--- src/rtl/paquete_patrones.sv ---
// Shared definitions for the pattern generator and its receiver: FSM state
// encodings, default pattern and repetition helpers.
package paquete_patrones;

  // Generator FSM states with fixed encodings shared with the receiver.
  typedef enum logic [1:0] {
    StReposo = 2'd0,
    StEnvio  = 2'd1,
    StPausa  = 2'd2,
    StFin    = 2'd3
  } estado_t;

  // Default pattern used by both ends of the link.
  localparam logic [3:0] PATRON_DEF = 4'b1011;

  // Repetition counter width: one spare bit so the count never wraps.
  localparam int unsigned ANCHO_REP = 5;

  // A requested count of 0 still sends the word once.
  function automatic logic [ANCHO_REP-1:0] rep_efectivas(input logic [3:0] rep);
    return (rep == 4'd0) ? 5'd1 : {1'b0, rep};
  endfunction

endpackage

--- src/rtl/registro_desplazamiento.sv ---
// Shift register plus bit counter for one serial word, MSB first.
// With GEN_PARIDAD_EN defined, an even-parity bit is appended after the
// pattern bits; otherwise the word is exactly ANCHO bits and no parity exists.
module registro_desplazamiento #(
  parameter int unsigned ANCHO = 4
) (
  input  logic             clk,
  input  logic             load,
  input  logic             shift,
  input  logic [ANCHO-1:0] data,
  output logic             msb,
  output logic             ultimo
);

`ifdef GEN_PARIDAD_EN
  localparam int unsigned BITS = ANCHO + 1;
`else
  localparam int unsigned BITS = ANCHO;
`endif
  localparam int unsigned CNT_W = $clog2(ANCHO + 1);

  logic [BITS-1:0]  r_desp;
  logic [CNT_W-1:0] r_cnt;
  logic [BITS-1:0]  w_carga;

`ifdef GEN_PARIDAD_EN
  // Parity rides in the LSB so it simply falls out after the pattern bits.
  assign w_carga = {data, ^data};
`else
  assign w_carga = data;
`endif

  // Load a fresh word or advance one bit; contents need no reset value.
  always_ff @(posedge clk) begin
    if (load) begin
      r_desp <= w_carga;
      r_cnt  <= '0;
    end else if (shift) begin
      r_desp <= {r_desp[BITS-2:0], 1'b0};
      r_cnt  <= r_cnt + CNT_W'(1);
    end
  end

  assign msb    = r_desp[BITS-1];
  assign ultimo = (r_cnt == CNT_W'(BITS - 1));

endmodule

--- src/rtl/generador_patrones.sv ---
// Serial pattern generator: sends a latched pattern MSB first, repeated a
// latched number of times with PAUSA idle cycles in between, then pulses fin.
// Optional feature: define GEN_PARIDAD_EN to append an even-parity bit per word.
module generador_patrones
  import paquete_patrones::*;
#(
  parameter int unsigned ANCHO = 4,
  parameter int unsigned PAUSA = 1
) (
  input  logic             clk,
  input  logic             rst,
  input  logic             iniciar,
  input  logic [ANCHO-1:0] patron,
  input  logic [3:0]       repeticiones,
  output logic             salida,
  output logic             valido,
  output logic             ocupado,
  output logic             fin
);

  // Last value of the pause counter; unused when PAUSA is 0.
  localparam logic [3:0] PAUSA_ULT = (PAUSA > 0) ? 4'(PAUSA - 1) : 4'd0;

  estado_t                r_estado;
  estado_t                w_estado_sig;
  logic [ANCHO-1:0]       r_patron;
  logic [ANCHO_REP-1:0]   r_rep;
  logic [3:0]             r_pausa;

  logic                   w_arranque;
  logic                   w_quedan;
  logic                   w_fin_pausa;
  logic                   w_carga;
  logic                   w_desplaza;
  logic [ANCHO-1:0]       w_datos;
  logic                   w_msb;
  logic                   w_ultimo;

  assign w_arranque  = (r_estado == StReposo) && iniciar;
  // r_rep counts the words still to send, including the current one.
  assign w_quedan    = (r_rep > 5'd1);
  assign w_fin_pausa = (r_pausa == PAUSA_ULT);

  registro_desplazamiento #(
    .ANCHO (ANCHO)
  ) u_registro (
    .clk    (clk),
    .load   (w_carga),
    .shift  (w_desplaza),
    .data   (w_datos),
    .msb    (w_msb),
    .ultimo (w_ultimo)
  );

  // State register with synchronous reset; reset aborts any transfer.
  always_ff @(posedge clk) begin
    if (rst) begin
      r_estado <= StReposo;
    end else begin
      r_estado <= w_estado_sig;
    end
  end

  // Next state and shift-register control.
  always_comb begin
    w_estado_sig = r_estado;
    w_carga      = 1'b0;
    w_desplaza   = 1'b0;
    w_datos      = r_patron;
    unique case (r_estado)
      StReposo: begin
        // First word loads straight from the input, latched copy not yet valid.
        w_datos = patron;
        if (iniciar) begin
          w_estado_sig = StEnvio;
          w_carga      = 1'b1;
        end
      end
      StEnvio: begin
        if (w_ultimo) begin
          if (w_quedan) begin
            if (PAUSA == 0) begin
              w_estado_sig = StEnvio;
              w_carga      = 1'b1;
            end else begin
              w_estado_sig = StPausa;
            end
          end else begin
            w_estado_sig = StFin;
          end
        end else begin
          w_desplaza = 1'b1;
        end
      end
      StPausa: begin
        if (w_fin_pausa) begin
          w_estado_sig = StEnvio;
          w_carga      = 1'b1;
        end
      end
      StFin: begin
        w_estado_sig = StReposo;
      end
      default: begin
        w_estado_sig = StReposo;
      end
    endcase
  end

  // Latch pattern and repetitions on an accepted start; count words down.
  always_ff @(posedge clk) begin
    if (w_arranque) begin
      r_patron <= patron;
      r_rep    <= rep_efectivas(repeticiones);
    end else if ((r_estado == StEnvio) && w_ultimo && w_quedan) begin
      r_rep <= r_rep - 5'd1;
    end
  end

  // Pause counter: restarts every time the pause state is entered.
  always_ff @(posedge clk) begin
    if (r_estado != StPausa) begin
      r_pausa <= 4'd0;
    end else begin
      r_pausa <= r_pausa + 4'd1;
    end
  end

  // Moore outputs decoded from registered state and shift register.
  always_comb begin
    valido  = (r_estado == StEnvio);
    salida  = (r_estado == StEnvio) & w_msb;
    ocupado = (r_estado != StReposo);
    fin     = (r_estado == StFin);
  end

endmodule

--- config.mk ---
export PLATFORM = sky130hd
export DESIGN_NAME = generador_patrones
export DESIGN_NICKNAME = d
export VERILOG_FILES = /design/src/rtl/paquete_patrones.sv /design/src/rtl/registro_desplazamiento.sv /design/src/rtl/generador_patrones.sv
export SDC_FILE = /design/constraint.sdc
export NUM_CORES = 1
export LEC_CHECK = 0
export CAP_MARGIN = 20
export CORE_MARGIN = 1
export CORE_UTILIZATION = 35
export CTS_CLUSTER_SIZE = 10
export DETAILED_ROUTE_END_ITERATION = 10
export REMOVE_ABC_BUFFERS = 1
export SYNTH_ARGS = -nofsm -noshare
export SYNTH_HDL_FRONTEND = slang
export SYNTH_SLANG_ARGS = --single-unit
export TNS_END_PERCENT = 30
--- constraint.sdc ---
create_clock -name clk -period 4.05 [get_ports clk]
set_clock_uncertainty 0.15 [all_clocks]
set_input_delay 0.81 -clock clk [delete_from_list [all_inputs] [get_ports clk]]
set_output_delay 0.81 -clock clk [all_outputs]
set_load 0.03 [all_outputs]
==> flow_summary.json, run 1 <==
{
  "crit_fanout": 9,
  "worst_pin_slew_ns": 0.3719,
  "worst_path_max_delay_cell": "clkdlybuf4s50_1",
  "clockRootBuffer": "clkbuf_4",
  "drc": 0,
  "finalPower_w": 0.0004866,
  "startpoint_type": "flip-flop",
  "r2r_setup_slack_ns": 2.22,
  "rsz0062_at_grt": "no",
  "p_leak_nw": 0.4653,
  "synth_top_area_frac": 0.3607,
  "die_w_um": 57.61,
  "drt_first_pass_iters": 4,
  "crit_chain": "and2b_1 -> and2_1 -> clkdlybuf4s50_1",
  "syn_inst": 95,
  "fin_ws_ns": 1.288,
  "min_from": "r_pausa[0]",
  "area_delta_synth_final_pct": 17.92,
  "crit_arrival_ns": 1.80,
  "avgSynthCellArea_um2": 11.39,
  "num_antenna_cells": 0,
  "ant_nets": 0,
  "initial_core_util": 0.3794,
  "crit-reg2reg-capture": "u_registro.r_desp[3]",
  "relSlewSlack": 0.7510,
  "slowest_delay_ns": 0.66,
  "layout-drive-gt1-share": 0.1250,
  "setup_tns_ns": 0,
  "slew_violations": 0,
  "synth_area_um2": 1082,
  "grt_max_degree": 14,
  "min_period_ns": 2.762,
  "yosysSeqAreaShare": 0.5272,
  "crit_required_ns": 3.09,
  "hold_viol_final": 0,
  "clock_latency_ns": 0.30,
  "synth_cell_types": 32,
  "path_clk_slew_ns": 0.11,
  "nets": 130,
  "post_cts.repair.setup_buffers": 0,
  "ios": 15,
  "async_reset_ff_frac": 0,
  "setup_violations": 0,
  "synth-edff-count": 13,
  "post_cts_resized": 0,
  "cts.sinks": 22,
  "synth_seq_cells": 22,
  "status": "completed",
  "drt_iter0_drc": 30,
  "drt-total-wl_mm": 1.792,
  "post-route-period-util": 0.6819,
  "path_delay_family": "buffers and inverters",
  "port_buffers": 14,
  "place_area_um2": 1250,
  "dominantRegCellSynth": "edfxtp_1",
  "synth_top_cell_by_area": "edfxtp_1",
  "mostFrequentLayoutCells": "clkdlybuf4s50_1 (14), edfxtp_1 (13), nor2_1 (9), dfxtp_1 (9)",
  "dieHeight_um": 57.61,
  "routedWlPerCell_um": 12.53,
  "clockBufferDepth": 2,
  "mostFrequentLayoutCell": "clkdlybuf4s50_1",
  "viasPerCell": 5.056,
  "finalInstanceArea_um2": 1276,
  "reg2reg_depth": 5,
  "yosysWarnings": 0,
  "dieArea_um2": 3319,
  "vias": 723,
  "grt_pass1_wl_mm": 3.194,
  "fp-row-count": 19,
  "end_kind": "primary output",
  "overflow": 0,
  "coreArea_um2": 2853,
  "clock.fmax_mhz": 362.1,
  "h-tree-depth": 1,
  "cts_hold_buf": 0,
  "crit_buf_inv": 1,
  "min_path_type": "reg -> reg",
  "grt_antenna_before_repair": 0,
  "gp_congestion": 0.7260,
  "synth_area_leaders": "edfxtp_1 (36%), dfxtp_1 (17%), ha_1 (6.9%), xnor2_1 (4.0%), nor2_1 (3.1%)",
  "grt_pass1_vias": 688,
  "worstReg2RegStart": "r_pausa[0]",
  "fillers": 280,
  "dp_hpwl_mm": 1.428,
  "cts_tree": "built",
  "numCtsBuffers": 3,
  "power.density_nw_per_um2": 381.3,
  "ir_drop_v": 0.0002261,
  "whs_endpoint": "r_pausa[0]",
  "grt_usage": 0.1260,
  "drv_cap": 0,
  "dp_slack_ns": 1.380,
  "holdPathStages": 1,
  "critical_path_class": "reg -> out"
}
[registers in the layout (all words and copies together), names as in the netlist]
register / cells
r_rep: 5
r_estado: 2
r_pausa: 4
u_registro.r_cnt: 3
r_patron: 4
u_registro.r_desp: 4
[final cells by class]
type,instances,area [um2],area share
Sequential cell,22,570.5,0.4471
Multi-Input combinational cell,66,476.7,0.3735
Timing Repair Buffer,14,140.1,0.1098
Tap cell,31,38.79,0.03039
Clock buffer,4,26.28,0.02059
Inverter,6,23.77,0.01863
[cells in the mapped netlist, drive strengths merged, types with 2 or more instances]
cell type and n:
mux2i 2, o221a 3, and2 3, nor3b 2
nor2 9, nand2 6, or3b 2, edfxtp 13
inv 5, o21ai 4, dfxtp 9, ha 6
or2 2, nand2b 4, nor3 4, xnor2 5
a21oi 5
[through the flow]
step                      hold slack (ns)  std cells    util
after floorplan                    0.2797         94       -
after global routing               0.3646        143  0.4474
after detailed placement           0.2984        139  0.4382
final                              0.3278        143  0.4474
after global placement             0.2969        139  0.4382
after CTS                          0.3263        143  0.4474
[power by group]
part / internal (W) / switching (W)
combinational: 0.0000507 / 0.0000496
sequential: 0.000270 / 0.0000160
clock: 0.0000383 / 0.0000620
total: 0.000359 / 0.000128
[per-layer routing]
layer	up-vias	GRT usage	routed length [um]
met4	0	0.04181	19
met5	-	0	0
li1	370	-	-
met2	17	0.2027	853
met3	2	0.02009	81
met1	334	0.1739	837
[logic make-up (layout without fill, tap and decap cells)]
kind of cell,Yosys count,in the layout,synth area share
multiplexers,2,2,0.01850
adder cells (fa/ha/maj),6,6,0.06936
XOR/XNOR,6,6,0.04855
flip-flops,22,22,0.5272
buffers and inverters,7,24,0.03237
AND/OR/NAND/NOR,37,37,0.1988
AO/OA/AOI/OAI,15,15,0.1052
[worst max path at each step]
stage,from,endpoint,slack [ns],cells after the start
finish,r_estado[0],salida,1.29,3
detailed placement,iniciar,r_rep[4],1.38,4
floorplan,iniciar,r_rep[0],1.98,3
CTS,r_estado[0],salida,1.27,3
global route,r_estado[0],salida,1.16,3
global placement,iniciar,r_rep[2],1.43,4
Note: power is estimated with default switching activity, not from simulation.
==> run 2: changes to the inputs <==
Clock period 4.05 ns to 2.45 ns, I/O delays scaled along.
==> run 2 against run 1 <==
Clock-buffer cell count did not move. Clock power rose by 66%. Utilization barely moved. Setup slack got worse by 1.2 ns. Sequential cell count did not move. Die area did not move. Via count fell by 0.97%. Critical path depth fell by 1. Wire length rose by 2.6%. Hold slack improved by 0.014 ns. Critical endpoint is now valido.
==> flow_summary.json, run 2 (same netlist as run 1, synthesis figures left out) <==
{
  "port_buffers": 14,
  "cts_hold_buf": 0,
  "setup_tns_ns": 0,
  "wl_met3_um": 59,
  "instances_no_fill": 143,
  "nets": 130,
  "path_delay_family": "buffers and inverters",
  "clockRootBuffer": "clkbuf_4",
  "grt_antenna_before_repair": 0,
  "largest_reg_flops": 5,
  "crit_required_ns": 1.81,
  "routedWlPerCell_um": 12.85,
  "slew_violations": 0,
  "grt_pass1_vias": 715,
  "crit_fanout": 9,
  "highest_layer": "met4",
  "worst_path_max_delay_cell": "clkdlybuf4s50_1",
  "dp_hpwl_mm": 1.433,
  "drt-total-wl_mm": 1.838,
  "overflow": 0,
  "gp_congestion": 0.7260,
  "relSlewSlack": 0.7582,
  "min_period_ns": 2.325,
  "wl_met1_um": 876,
  "grt_max_degree": 14,
  "crit_buf_inv": 1,
  "path_clk_slew_ns": 0.11,
  "ios": 15,
  "drv_cap": 0,
  "mostFrequentLayoutCells": "clkdlybuf4s50_1 (13), edfxtp_1 (13), nor2_1 (9), dfxtp_1 (9)",
  "die_w_um": 57.61,
  "h-tree-depth": 1,
  "num_antenna_cells": 0,
  "grt_usage": 0.1307,
  "numCtsBuffers": 3,
  "drc": 0,
  "ant_nets": 0,
  "drt_iter0_drc": 17,
  "slowest_delay_ns": 0.69,
  "dp_cells": 139,
  "cts.sinks": 22,
  "grt_pass1_wl_mm": 3.263,
  "coreArea_um2": 2853,
  "post-route-period-util": 0.9488,
  "rsz0062_at_grt": "no",
  "power.density_nw_per_um2": 630.7,
  "p_leak_nw": 0.4690,
  "crit_chain": "and2b_1 -> clkdlybuf4s50_1",
  "hold_viol_final": 0,
  "worst_pin_slew_ns": 0.3611,
  "dr_wl_met2_um": 883,
  "finalPower_w": 0.0008042,
  "setup_violations": 0,
  "min_path_type": "reg -> reg",
  "crit_arrival_ns": 1.68,
  "viasPerCell": 5.007,
  "layout-drive-gt1-share": 0.1250,
  "drt_first_pass_iters": 4,
  "initial_core_util": 0.3794,
  "fp-row-count": 19,
  "clock_latency_ns": 0.30,
  "dieHeight_um": 57.61,
  "vias": 716,
  "end_kind": "primary output",
  "hold_ws_ns": 0.3413,
  "clockBufferDepth": 2,
  "fillers": 274,
  "clock.fmax_mhz": 430.2,
  "cts_tree": "built",
  "dieArea_um2": 3319,
  "status": "completed",
  "startpoint_type": "flip-flop",
  "critical_path_class": "reg -> out",
  "largest_register": "r_rep",
  "area_delta_synth_final_pct": 17.80,
  "ir_drop_v": 0.0003165
}
==> run 2: cell types whose count changed in the layout (fill, tap and decap cells not counted), sizes merged <==
cell	delta
clkdlybuf4s50	-1
dlygate4sd2	+1
==> run 2: cell type report <==
cell class / count / area, um2 / area share
flip-flops and latches: 22 / 570.5 / 0.4475
repair buffers: 14 / 138.9 / 0.1089
well taps: 31 / 38.79 / 0.03042
inverters: 6 / 23.77 / 0.01865
multi-input cells: 66 / 476.7 / 0.3739
clock buffers: 4 / 26.28 / 0.02061
==> run 2: what timing repair did <==
action / CTS / global route
resized for setup: 1 / 0
buffers inserted: 0 / 0
setup endpoints to repair: 1 / 0
==> run 2: routing by layer <==
| metal | track usage | vias to the layer above |
|---|---|---|
| li1 | - | 368 |
| met1 | 0.1739 | 337 |
| met2 | 0.2076 | 9 |
| met3 | 0.02232 | 2 |
| met4 | 0.06272 | 0 |
| met5 | 0 | - |
==> run 2: worst paths after layout <==
kind                            slack, ns        start                    to  cells past startpoint
worst max-delay path                 0.13  r_estado[0]                valido                      2
worst min-delay path                 0.34   r_pausa[0]            r_pausa[0]                      1
worst max register to register       0.60   r_pausa[0]  u_registro.r_desp[0]                      5
worst min register to register       0.34   r_pausa[0]            r_pausa[0]                      1
==> run 2: power breakdown <==
part / switching, W / internal [W] / total, W
clock network: 0.000103 / 0.0000634 / 0.000166
registers: 0.0000267 / 0.000446 / 0.000473
logic: 0.0000820 / 0.0000827 / 0.000165
total: 0.000212 / 0.000592 / 0.000804
==> run 2: worst reg2reg max path: cells and delay by family (launching register included) <==
kind	cells	cell delay, ns
flops	1	0.35
fa+ha+maj	1	0.14
compound gates	1	0.25
buf+inv	1	0.06
simple gates	2	0.62
==> run 2: stage by stage <==
step                      setup slack (ns)    util  cell area, um2
after CTS                           0.1061  0.4469            1275
after detailed placement            0.1034  0.4382            1250
final                               0.1254  0.4469            1275
after global routing               0.02619  0.4469            1275
after global placement              0.1546  0.4382            1250
after floorplan                     0.7046       -            1071
==> variant 1, RTL diff (config.mk and constraints of run 2) <==
Register the output `fin`; this adds one clock of latency there. The other outputs are not delayed to match. Comments in the files are not updated.
--- a/src/rtl/generador_patrones.sv
+++ b/src/rtl/generador_patrones.sv
@@ -20,6 +20,8 @@
 
   // Last value of the pause counter; unused when PAUSA is 0.
   localparam logic [3:0] PAUSA_ULT = (PAUSA > 0) ? 4'(PAUSA - 1) : 4'd0;
+
+  logic fin_d;
 
   estado_t                r_estado;
   estado_t                w_estado_sig;
@@ -131,7 +133,11 @@
     valido  = (r_estado == StEnvio);
     salida  = (r_estado == StEnvio) & w_msb;
     ocupado = (r_estado != StReposo);
-    fin     = (r_estado == StFin);
+    fin_d   = (r_estado == StFin);
+  end
+
+  always_ff @(posedge clk) begin
+    fin <= fin_d;
   end
 
 endmodule
Behaviour: not the same (Yosys sat finds a counterexample within 10 cycles, from zero or initial values and one cycle with rst high).
==> variant 1 against run 2 <==
Non-clock buffer count up 1. Synthesized cell count increased by 1.1%. Sequential cell count grew 1. Synthesized area increased by 1.8%. Final area increased by 3.4%. Sequential share of layout area about the same. Power up 3.2%. Wire length up 1.9%. Setup slack got worse by 30 ps. Critical path type unchanged. Highest routed layer unchanged.
==> variant 1: results (changes against run 2) <==
Global route
  • Global Route Usage Sum: 0.129 (was 0.131)
  • Antenna violations before repair: 0 (unchanged)
  • First-pass GRT wire length: 3.24 mm (was 3.26 mm)
  • Largest net degree at the start of global routing: 14 (unchanged)
  • Number of global-route vias before repair: 727 (was 715)

Timing
  • Worst-Margin Slew: 385 ps (was 361 ps)

Layout
  • Non-clock buffer contribution to total cell area: 0.111 (was 0.109)
  • Largest Register: r_rep (unchanged)
  • Largest register FFs: 5 (unchanged)
  • Register area: 591 um^2 (was 571 um^2)
  • Area of the multi-input gates: 477 um^2 (unchanged)
  • Final net count: 132 (was 130)
  • Post-route cell area: 1320 um^2 (was 1270 um^2)
  • Antenna diodes: 0 (unchanged)
  • Clock-cell share: 0.0199 (was 0.0206)
  • Layout cells sized above 1: 0.132 (was 0.125)
  • Fillers: 293 (was 274)
  • Non-clock inverters: 6 (unchanged)
  • Comb_multi_in: 66 (unchanged)
  • Buffers, non-clock: 15 (was 14)

Synth
  • Post-synthesis sequential area ratio: 0.536 (was 0.527)
  • Synth area leaders: edfxtp_1 35%, dfxtp_1 18%, ha_1 6.8% (was edfxtp_1 36%, dfxtp_1 17%, ha_1 6.9%)
  • Post-synth EDFFs: 13 (unchanged)
  • Synth Register Bits: 23 (was 22)
  • Share of synthesized registers carrying an async set or reset: 0 (unchanged)
  • Prevailing post-synth register cell: edfxtp_1 (unchanged)
  • Post-synth top cells: 13 x edfxtp_1, 10 x dfxtp_1, 9 x nor2_1 (was 13 x edfxtp_1, 9 x dfxtp_1, 9 x nor2_1)
  • Unique cell type count in the Yosys netlist: 32 (unchanged)
  • Yosys warns: 0 (unchanged)

Route
  • TritonRoute pass-1 iters: 4 (unchanged)
  • Total wire length: 1.87 mm (was 1.84 mm)
  • Initial DRC Count: 13 (was 17)
  • Routed via count: 749 (was 716)

Worst setup path
  • Reg2reg setup slack: 620 ps (was 600 ps)
  • Worst r2r path cells: 5 (unchanged)
  • RR Endpoint: u_registro.r_desp[3] (was u_registro.r_desp[0])
  • Reg2reg start: r_pausa[0] (unchanged)
  • Crit-path max cell delay: 700 ps
  • CP Max Fanout: 8 (was 9)
  • CP arrival: 1710 ps (was 1680 ps)

Place
  • GP Congestion: 0.732 (was 0.726)
  • Post-DP HPWL: 1.46 mm (was 1.43 mm)

CTS
  • CTS H-tree lvls: 1 (unchanged)
  • PostCTS Resize Cnt: 1 (unchanged)
  • Worst-path clk slew: 130 ps (was 110 ps)
  • Clock Latency Late Sink: 300 ps (about the same)
  • TritonCTS buffer count: 3 (unchanged)
  • CTS root buffer: clkbuf_4 (unchanged)

Power and ir drop
  • Max IR drop VDD: 347 uV (was 316 uV)
  • P_int: 0.000611 W (was 0.000592 W)
  • Leakage dissipation: 0.482 nW (was 0.469 nW)

Worst hold path
  • Worst hold stages: 1 (unchanged)
  • Hold Crit Class: reg2reg (unchanged)
  • Hold EP: r_pausa[0] (unchanged)

Run status
  • Outcome: complete, no violations (unchanged)
## variant 1: changes by cell type in the layout (fill, tap and decap cells not counted), sizes merged
cell and change:
dfxtp +1, buf +1
## variant 1: metal layers
| layer | global-route usage | part of all wire |
|---|---|---|
| met5 | 0 | 0 |
| met4 | 0.0510 | 0.025 |
| met3 | 0.0290 | 0.030 |
| met2 | 0.217 | 0.47 |
| met1 | 0.162 | 0.47 |
## variant 1: metrics by stage
| step | power (W) | hold slack [ps] | setup slack [ps] | cells | util |
|---|---|---|---|---|---|
| 2_1_floorplan | 0.000610 | 280 | 705 | 95 | - |
| 3_3_place_gp | 0.000663 | 299 | 153 | 154 | 0.427 |
| 3_5_place_dp | 0.000671 | 304 | 127 | 154 | 0.427 |
| 4_1_cts | 0.000838 | 334 | 105 | 158 | 0.436 |
| 5_1_grt | 0.000882 | 356 | 33.8 | 158 | 0.436 |
| 6_report | 0.000830 | 330 | 95.0 | 158 | 0.436 |
## variant 1: power by group through the flow
stage	registers, W	logic, W	clock network, W
floorplan	0.000492	0.000118	0
global placement	0.000494	0.000169	0
detailed placement	0.000497	0.000174	0
CTS	0.000488	0.000173	0.000176
global route	0.000494	0.000191	0.000197
finish	0.000488	0.000170	0.000172
## variant 1: cells by family after synthesis
kind of cell / synth area share
AOI/OAI and AO/OA: 0.103
xor gates and xnor gates: 0.0477
adders and majority gates: 0.0681
buffers and inverters: 0.0318
DFF: 0.536
muxes: 0.0182
and+or+nand+nor: 0.195
## variant 1: worst max-delay path by stage
stage	start	slack, ps	cells past startpoint	to
floorplan	iniciar	700	3	r_rep[0]
global placement	iniciar	150	4	r_rep[0]
detailed placement	iniciar	130	4	r_rep[1]
CTS	r_estado[0]	110	3	ocupado
global route	r_estado[1]	30	2	valido
finish	r_estado[1]	100	2	valido
==> variant 2, RTL diff (config.mk and constraints of run 2) <==
Made on the original files. `ANCHO` is set to 4 in 2 places; all go to 8.
--- a/src/rtl/registro_desplazamiento.sv
+++ b/src/rtl/registro_desplazamiento.sv
@@ -2,7 +2,7 @@
 // With GEN_PARIDAD_EN defined, an even-parity bit is appended after the
 // pattern bits; otherwise the word is exactly ANCHO bits and no parity exists.
 module registro_desplazamiento #(
-  parameter int unsigned ANCHO = 4
+  parameter int unsigned ANCHO = 8
 ) (
   input  logic             clk,
   input  logic             load,
--- a/src/rtl/generador_patrones.sv
+++ b/src/rtl/generador_patrones.sv
@@ -4,7 +4,7 @@
 module generador_patrones
   import paquete_patrones::*;
 #(
-  parameter int unsigned ANCHO = 4,
+  parameter int unsigned ANCHO = 8,
   parameter int unsigned PAUSA = 1
 ) (
   input  logic             clk,
Ports: changed (resized patron); port bits go from 15 to 19. The function was not compared with the original's and may differ.
==> variant 2 against run 2 <==
Worst hold slack lost 28 ps. Power rose by 60%. Wire length up 46%. Final area rose by 48%. Setup slack better by 58 ps. Global-route usage is 1.1 points higher. Sequential cell count up 9. First-iteration DRC count rose by 71%. Combinational power rose by 4%. Synthesized area grew 37%. Register-to-register slack got worse by 290 ps. Critical path depth increased by 2. Critical path type unchanged. Largest cell class unchanged.
==> variant 2: results (changes against run 2) <==
Synth
  • Post-synthesis sequential area ratio: 0.559 (was 0.527)
  • Post-synth EDFFs: 21 (was 13)
  • Synth area leaders: edfxtp_1 42%, dfxtp_1 13%, mux2_2 8.3% (was edfxtp_1 36%, dfxtp_1 17%, ha_1 6.9%)
  • Unique cell type count in the Yosys netlist: 36 (was 32)
  • Post-synth top cells: 21 x edfxtp_1, 11 x mux2_2, 10 x dfxtp_1 (was 13 x edfxtp_1, 9 x dfxtp_1, 9 x nor2_1)
  • Share of synthesized registers carrying an async set or reset: 0 (unchanged)
  • Yosys warns: 0 (unchanged)

CTS
  • Worst-path clk slew: 60 ps (was 110 ps)
  • Postcts setup bufs: 0 (unchanged)
  • Hold_buf cts: 0 (unchanged)
  • Clock Latency Late Sink: 280 ps (was 300 ps)
  • PostCTS Resize Cnt: 0 (was 1)
  • CTS root buffer: clkbuf_8 (was clkbuf_4)
  • TritonCTS buffer count: 5 (was 3)
  • Max Root-Sink Buffers: 2 (unchanged)
  • CTS H-tree lvls: 2 (was 1)

Worst hold path
  • Hold Crit Class: reg2reg (unchanged)

Timing
  • Worst-Margin Slew: 686 ps (was 361 ps)

Place
  • IO buf count: 18 (was 14)
  • GP Congestion: 0.725 (was 0.726)
  • Post-DP HPWL: 1.91 mm (was 1.43 mm)
  • Setup WS pre-CTS: 50.4 ps (was 103 ps)
  • Area post-placement: 1780 um^2 (was 1250 um^2)

Layout
  • Biggest regs: r_patron: 8 flops, u_registro.r_desp: 8 flops, r_rep: 5 flops
  • Layout cells sized above 1: 0.212 (was 0.125)
  • Antenna diodes: 0 (unchanged)
  • Fillers: 374 (was 274)
  • Final net count: 170 (was 130)

Global route
  • Antenna violations before repair: 0 (unchanged)
  • First-pass GRT wire length: 4.51 mm (was 3.26 mm)
  • Global Route Usage Sum: 0.142 (was 0.131)
  • Number of global-route vias before repair: 1012 (was 715)
  • Largest net degree at the start of global routing: 15 (was 14)

Run status
  • Outcome: complete, no violations (unchanged)

Power and ir drop
  • Max IR drop VDD: 391 uV (was 316 uV)
  • Leakage dissipation: 0.713 nW (was 0.469 nW)

Route
  • Initial DRC Count: 29 (was 17)
  • Total wire length: 2.69 mm (was 1.84 mm)
  • DR vias/cell: 5.00 (was 5.01)
  • TritonRoute pass-1 iters: 4 (unchanged)

Worst setup path
  • CP Max Fanout: 3 (was 9)
  • Crit-path max cell delay: 660 ps (was 690 ps)
  • Slowest CP cell: clkdlybuf4s50_1 (unchanged)
[variant 2: where the power goes]
group | total, W | switching (W) | leakage, nW | internal (W)
Combinational | 0.000172 | 0.0000759 | 0.372 | 0.0000957
Sequential | 0.000628 | 0.0000181 | 0.285 | 0.000610
Clock | 0.000485 | 0.000187 | 0.0556 | 0.000297
[variant 2: final timing paths]
path / from / endpoint / slack (ps) / cells after the start
max: r_estado[1] / salida / 180 / 4
min: r_pausa[0] / r_pausa[0] / 310 / 1
max reg2reg: r_pausa[0] / u_registro.r_desp[6] / 310 / 5
min reg2reg: r_pausa[0] / r_pausa[0] / 310 / 1
[variant 2: kinds of logic (layout without fill, tap and decap cells)]
logic type / Yosys count / count (layout) / synth area share
and+or+nand+nor: 35 / 35 / 0.140
DFF: 31 / 31 / 0.559
AOI/OAI and AO/OA: 20 / 20 / 0.0851
muxes: 14 / 14 / 0.114
buffers and inverters: 10 / 41 / 0.0303
adders and majority gates: 5 / 5 / 0.0421
xor gates and xnor gates: 5 / 5 / 0.0295
[variant 2: cell type report]
cell class                 instances  area, um^2  share of cell area
multi-input combinational         79         609               0.323
clock inverter                     3        38.8              0.0206
timing repair buffer              25         245               0.130
inverter                           8        30.0              0.0159
sequential                        31         831               0.441
clock buffer                       5        68.8              0.0365
tap                               50        62.6              0.0332
[variant 2: worst max-delay path, delay by kind of cell, from the launching register on]
kind	cells	cell delay (ps)
DFF	1	300
and+or+nand+nor	2	280
buffers and inverters	2	760
[variant 2: metrics by stage]
step,std cells,total power [W]
after floorplan,118,0.000738
after global placement,193,0.000807
after detailed placement,193,0.000812
after CTS,201,0.00130
after global routing,201,0.00135
final,201,0.00128
[variant 2: layer usage]
| metal | GRT usage | vias to the layer above | wire length [um] | part of all wire |
|---|---|---|---|---|
| met3 | 0.0726 | 5 | 144 | 0.054 |
| met2 | 0.218 | 27 | 1220 | 0.45 |
| li1 | - | 499 | - | - |
| met1 | 0.172 | 473 | 1290 | 0.48 |
| met5 | 0 | - | 0 | 0 |
| met4 | 0.0452 | 0 | 36 | 0.013 |
